$ cat src/rtl/mem_access.sv
// mem_access -- MEM pipeline stage with an external asynchronous SRAM port.
//
// A non-RAM instruction passes straight through to the MEM/WB registers with
// one cycle of latency. A RAM instruction is latched on the request cycle.
// The stage then runs a short strobe sequence on the SRAM pins and stalls
// the front of the pipeline while it does so:
//   read : IDLE(req) -> SETUP -> STROBE -> IDLE   (stall for 2 cycles)
//   write: IDLE(req) -> SETUP -> STROBE -> HOLD -> IDLE   (stall for 3 cycles)
//
// Ports
//   clk_50MHz, rst          system clock, asynchronous active-high reset
//   n_em_*                  EXE/MEM inputs (RAM enable/op, ALU result = address,
//                           store data, write-back enable and register address)
//   mem_PAUSE               combinational stall for IF/ID/EXE
//   mw_REG_op/WB_ADDR/WB_DATA  registered MEM/WB outputs
//   ram_addr, ram_wdata, ram_rdata  SRAM address and data
//   ram_data_oe             enable for the SRAM data-bus driver
//   ram_ce_n/oe_n/we_n      active-low SRAM strobes
module mem_access #(
   parameter int DATA_W    = 16,
   parameter int WB_ADDR_W = 4
) (
   input  logic                 clk_50MHz,
   input  logic                 rst,
   input  logic                 n_em_RAM_en,
   input  logic                 n_em_RAM_op,
   input  logic [DATA_W-1:0]    n_em_ALU_RES,
   input  logic [DATA_W-1:0]    n_em_WDATA,
   input  logic                 n_em_REG_op,
   input  logic [WB_ADDR_W-1:0] n_em_WB_ADDR,
   output logic                 mem_PAUSE,
   output logic                 mw_REG_op,
   output logic [WB_ADDR_W-1:0] mw_WB_ADDR,
   output logic [DATA_W-1:0]    mw_WB_DATA,
   output logic [DATA_W-1:0]    ram_addr,
   output logic [DATA_W-1:0]    ram_wdata,
   input  logic [DATA_W-1:0]    ram_rdata,
   output logic                 ram_data_oe,
   output logic                 ram_ce_n,
   output logic                 ram_oe_n,
   output logic                 ram_we_n
);

   typedef enum logic [1:0] {
      IDLE   = 2'd0,
      SETUP  = 2'd1,
      STROBE = 2'd2,
      HOLD   = 2'd3
   } state_t;

   state_t                r_state;
   state_t                w_next;

   // Copies of the request, taken in IDLE and used for the whole access so
   // that the upstream stages may change their outputs freely meanwhile.
   logic [DATA_W-1:0]     r_addr;
   logic [DATA_W-1:0]     r_wdata;
   logic                  r_op;
   logic                  r_reg_op;
   logic [WB_ADDR_W-1:0]  r_wb_addr;

   logic                  r_mw_reg_op;
   logic [WB_ADDR_W-1:0]  r_mw_wb_addr;
   logic [DATA_W-1:0]     r_mw_wb_data;

   logic                  w_pause;
   logic                  w_data_oe;
   logic                  w_ce_n;
   logic                  w_oe_n;
   logic                  w_we_n;

   // Next-state logic
   always_comb begin
      w_next = r_state;
      case (r_state)
         IDLE:    if (n_em_RAM_en) w_next = SETUP;
         SETUP:   w_next = STROBE;
         STROBE:  w_next = r_op ? HOLD : IDLE;
         HOLD:    w_next = IDLE;
         default: w_next = IDLE;
      endcase
   end

   // Strobes decode from the state register alone, so an asynchronous reset
   // (which forces IDLE) releases every strobe at once.
   always_comb begin
      w_pause   = 1'b0;
      w_data_oe = 1'b0;
      w_ce_n    = 1'b1;
      w_oe_n    = 1'b1;
      w_we_n    = 1'b1;
      case (r_state)
         IDLE: begin
            // Stall in the request cycle itself; masked during reset.
            w_pause = n_em_RAM_en & ~rst;
         end
         SETUP: begin
            w_pause = 1'b1;
            w_ce_n  = 1'b0;
            if (r_op) w_data_oe = 1'b1;
            else      w_oe_n    = 1'b0;
         end
         STROBE: begin
            w_ce_n = 1'b0;
            if (r_op) begin
               w_we_n    = 1'b0;
               w_data_oe = 1'b1;
               w_pause   = 1'b1;
            end else begin
               // Read data is captured at the edge that leaves this state,
               // so upstream may already advance here.
               w_oe_n = 1'b0;
            end
         end
         HOLD: begin
            // The write-enable rises while address and data stay driven,
            // which gives the SRAM its data hold time.
            w_ce_n    = 1'b0;
            w_data_oe = 1'b1;
         end
         default: ;
      endcase
   end

   always_ff @(posedge clk_50MHz or posedge rst) begin
      if (rst) begin
         r_state      <= IDLE;
         r_addr       <= '0;
         r_wdata      <= '0;
         r_op         <= 1'b0;
         r_reg_op     <= 1'b0;
         r_wb_addr    <= '0;
         r_mw_reg_op  <= 1'b0;
         r_mw_wb_addr <= '0;
         r_mw_wb_data <= '0;
      end else begin
         r_state     <= w_next;
         // Default is a bubble: nothing writes back unless an instruction
         // completes at this edge. The write-back address and data hold.
         r_mw_reg_op <= 1'b0;
         case (r_state)
            IDLE: begin
               if (n_em_RAM_en) begin
                  r_addr    <= n_em_ALU_RES;
                  r_wdata   <= n_em_WDATA;
                  r_op      <= n_em_RAM_op;
                  r_reg_op  <= n_em_REG_op;
                  r_wb_addr <= n_em_WB_ADDR;
               end else begin
                  r_mw_reg_op  <= n_em_REG_op;
                  r_mw_wb_addr <= n_em_WB_ADDR;
                  r_mw_wb_data <= n_em_ALU_RES;
               end
            end
            STROBE: begin
               if (!r_op) begin
                  r_mw_reg_op  <= r_reg_op;
                  r_mw_wb_addr <= r_wb_addr;
                  r_mw_wb_data <= ram_rdata;
               end
            end
            default: ;
         endcase
      end
   end

   assign mem_PAUSE   = w_pause;
   assign mw_REG_op   = r_mw_reg_op;
   assign mw_WB_ADDR  = r_mw_wb_addr;
   assign mw_WB_DATA  = r_mw_wb_data;
   assign ram_addr    = r_addr;
   assign ram_wdata   = r_wdata;
   assign ram_data_oe = w_data_oe;
   assign ram_ce_n    = w_ce_n;
   assign ram_oe_n    = w_oe_n;
   assign ram_we_n    = w_we_n;

endmodule

$ cat config.mk
export PLATFORM = sky130hd
export DESIGN_NAME = mem_access
export DESIGN_NICKNAME = d
export VERILOG_FILES = /design/src/rtl/mem_access.sv
export SDC_FILE = /design/constraint.sdc
export NUM_CORES = 1
export LEC_CHECK = 0
export CORE_ASPECT_RATIO = 0.75
export CORE_MARGIN = 10
export CORE_UTILIZATION = 43
export DETAILED_ROUTE_END_ITERATION = 8
export GPL_ROUTABILITY_DRIVEN = 0
export PLACE_DENSITY = 0.81
export SYNTH_ARGS = -nofsm -noshare
export SYNTH_HDL_FRONTEND = slang
export SYNTH_SLANG_ARGS = --single-unit
$ cat constraint.sdc
create_clock -name clk_50MHz -period 2.67 [get_ports clk_50MHz]
set_input_delay 0.534 -clock clk_50MHz [delete_from_list [all_inputs] [get_ports clk_50MHz]]
set_output_delay 0.534 -clock clk_50MHz [all_outputs]
set_load 0.01 [all_outputs]
==> flow_metrics.py, run 1 <==
metrics = {
    "synthesis": {
        "yosysTopAreaCell": "dfrtp_1",
        "ys_ff_latch": 61,
        "seq_area_frac_synth_pct": 55.8,
        "avgSynthCellArea_um2": 15.4,
        "synth.most_common_cell": "dfrtp_1",
        "synth.top_cell.area_share_pct": 55.8,
        "synthFlopType": "dfrtp_1",
        "synth_edf_count": 0,
        "synth_nets": 241,
        "synth-async-reset-ratio_pct": 100,
        "yosysUniqueCellTypes": 19,
        "syn_inst": 178,
        "synth.area.top_cells": "dfrtp_1, mux2_2, mux2_4",
        "netlist_area_um2": 2730,
        "synthTopCellsByCount": "dfrtp_1, mux2_2, mux2_4",
        "ys_warn_count": 0,
    },
    "cells_and_area": {
        "nets": 363,
        "syn2layout_area_growth_pct": 51.8,
        "fill_cells": 474,
        "drive_above_1_share_pct": 27.1,
        "register_area_um2": 1530,
        "final_core_util_pct": 66.7,
        "multi_input_area_um2": 1150,
        "n_antenna_cell": 0,
    },
    "cts": {
        "cts.sinks": 61,
        "clock_latency_ns": 0.33,
        "clockBufferDepth": 2,
        "cts_resized": 0,
        "cts-root-buf": "clkbuf_8",
        "cts_setup_buffers": 0,
        "cts_hold_buf": 0,
        "cts_tree": "yes",
        "ctsHtreeMaxLevel": 3,
        "path_clk_slew_ns": 0.06,
        "cts_buffers": 9,
    },
    "floorplan": {
        "io_pins": 115,
        "coreArea_um2": 6220,
        "die_w_um": 112,
        "die_area_um2": 9980,
        "start_util_pct": 43.9,
        "die_h_um": 89.1,
        "rows": 25,
    },
    "timing": {
        "finClkSkew_ns": 0.00598,
        "fmax_mhz": 401,
        "setup_viol": 0,
        "timing.slew.headroom_pct": 68.4,
        "finalHoldViolations": 0,
        "period_minus_slack_ns": 2.49,
        "finalSetupTns_ns": 0,
        "timing.final.crit_share_pct": 93.3,
        "tightestPinTransition_ns": 0.473,
        "slew_violations": 0,
        "rsz0062_at_grt": "no",
    },
    "power_and_ir_drop": {
        "clock_power_share_pct": 12.9,
        "p_leak_uw": 0.00177,
        "p_comb_share_pct": 54.3,
        "power_density_nw_per_um2": 1240,
        "swShare_pct": 32.2,
        "seq_power_share_pct": 32.8,
        "internal_power_uw": 3490,
        "switchingPower_uw": 1650,
        "ir_drop_uv": 581,
    },
    "global_routing": {
        "grt_first_pass_wirelength_mm": 11.2,
        "grt_max_degree": 41,
        "grtUsageTotal_pct": 14.3,
        "grt_pass1_vias": 2074,
        "gr-total-overflow": 0,
        "antenna_found_initial": 0,
    },
    "routing": {
        "via_count": 1856,
        "vias_per_cell": 4.83,
        "firstDrtPassIters": 4,
        "wl_mm": 6.93,
        "postRouteAntennaNets": 0,
        "drtIter0Drc": 41,
        "drc": 0,
        "wl_per_cell_um": 18.0,
    },
    "critical_path": {
        "endpoint_kind": "output pin",
        "cp_max_fo": 5,
        "worstPathRequired_ns": 2.14,
        "arrival_ns": 1.96,
        "start_kind": "flip-flop",
        "crit_type": "flip-flop to output pin",
    },
    "outcome": {
        "status": "complete, no violations",
    },
    "place": {
        "dpl.hpwl_mm": 5.26,
        "io_buffers": 114,
    },
    "min_path": {
        "hp-class": "flip-flop to flip-flop",
    },
    "flow_run": {
        "cap_viol_max_count": 0,
    },
}
## layout make-up
type,count,share of cell area (%)
multi-input combinational,104,27.6
tap,81,2.44
clock buffer,9,2.98
timing repair buffer,119,29.0
sequential,61,36.8
clock inverter,5,0.724
inverter,5,0.452
## power by group through the flow
stage          logic, µW  registers [µW]  clock network [µW]
2_1_floorplan       1350            1850                   0
6_report            2790            1690                 663
5_1_grt             3010            1760                 730
3_5_place_dp        2850            1690                   0
3_3_place_gp        2800            1680                   0
4_1_cts             2850            1690                 680
## stage by stage
stage | hold WS (ns) | cell area (µm²) | worst slack, ns | power, µW | std cells
finish | 0.489 | 4150 | 0.178 | 5140 | 384
global route | 0.509 | 4150 | 0.00227 | 5500 | 384
CTS | 0.495 | 4150 | 0.148 | 5220 | 384
detailed placement | 0.480 | 4000 | 0.231 | 4540 | 370
global placement | 0.465 | 4000 | 0.220 | 4470 | 370
floorplan | 0.450 | 2730 | 0.623 | 3200 | 178
## sequential cells by signal, indices dropped and copies added, names as in the netlist
signal and cells:
mw_REG_op 1, r_op 1, mw_WB_DATA 16, r_reg_op 1
r_state 2, mw_WB_ADDR 4, r_wb_addr 4, ram_addr 16
ram_wdata 16
## cells in the final DEF (no fill, tap or decap), types with 2 or more instances in the layout
cell,netlist,layout
mux2_2,41,41
clkinv_2,0,3
o21ai_0,3,3
dfrtp_1,61,61
clkdlybuf4s50_1,0,114
nand2_1,4,3
a21oi_1,3,3
clkbuf_8,0,9
inv_1,5,4
ha_1,6,6
mux2_4,19,19
nand2b_1,4,4
mux2_1,17,17
clkinvlp_4,0,2
buf_4,0,3
buf_12,0,2
## cell families (layout without fill, tap and decap cells)
family / count (synthesis) / count (layout) / share of synthesized area [%]
adder cells (fa/ha/maj): 6 / 6 / 2.75
buffers and inverters: 13 / 138 / 2.61
multiplexers: 77 / 77 / 34.3
AO/OA/AOI/OAI: 10 / 10 / 2.38
flip-flops: 61 / 61 / 55.8
AND/OR/NAND/NOR: 11 / 11 / 2.11
## per-layer routing
layer | track usage, % | wire length, µm | up-vias
li1 | - | - | 871
met3 | 8.79 | 868 | 8
met5 | 0 | 0 | -
met1 | 17.1 | 3090 | 894
met4 | 4.83 | 82 | 0
met2 | 20.7 | 2890 | 83
## worst max-delay path: stages, from the launching register on
cell and delay (ns):
dfrtp_1 0.43, inv_1 0.14, ha_1 0.19, nand2_2 0.05
o21ai_0 0.12, nor2b_1 0.14, clkdlybuf4s50_1 0.54
## final timing paths
| path | start | endpoint | slack (ns) | depth (start not counted) |
|---|---|---|---|---|
| worst max-delay path | r_state[0] | mem_PAUSE | 0.18 | 6 |
| worst max register to register | r_state[0] | mw_WB_DATA[0] | 0.65 | 7 |
| max in group asynchronous | rst | r_wb_addr[0] | 1.53 | 3 |
| worst min-delay path | ram_wdata[0] | ram_wdata[0] | 0.49 | 1 |
| worst min register to register | ram_wdata[0] | ram_wdata[0] | 0.49 | 1 |
| min in group asynchronous | rst | ram_wdata[14] | 0.56 | 2 |
(Power assumes the default switching activity.)
==> run 2, diff against run 1 <==
Settings changed: SLEW_MARGIN set to 20.
==> results of run 2 <==
No change in the layout: final DEF, timing and power equal those of run 1.
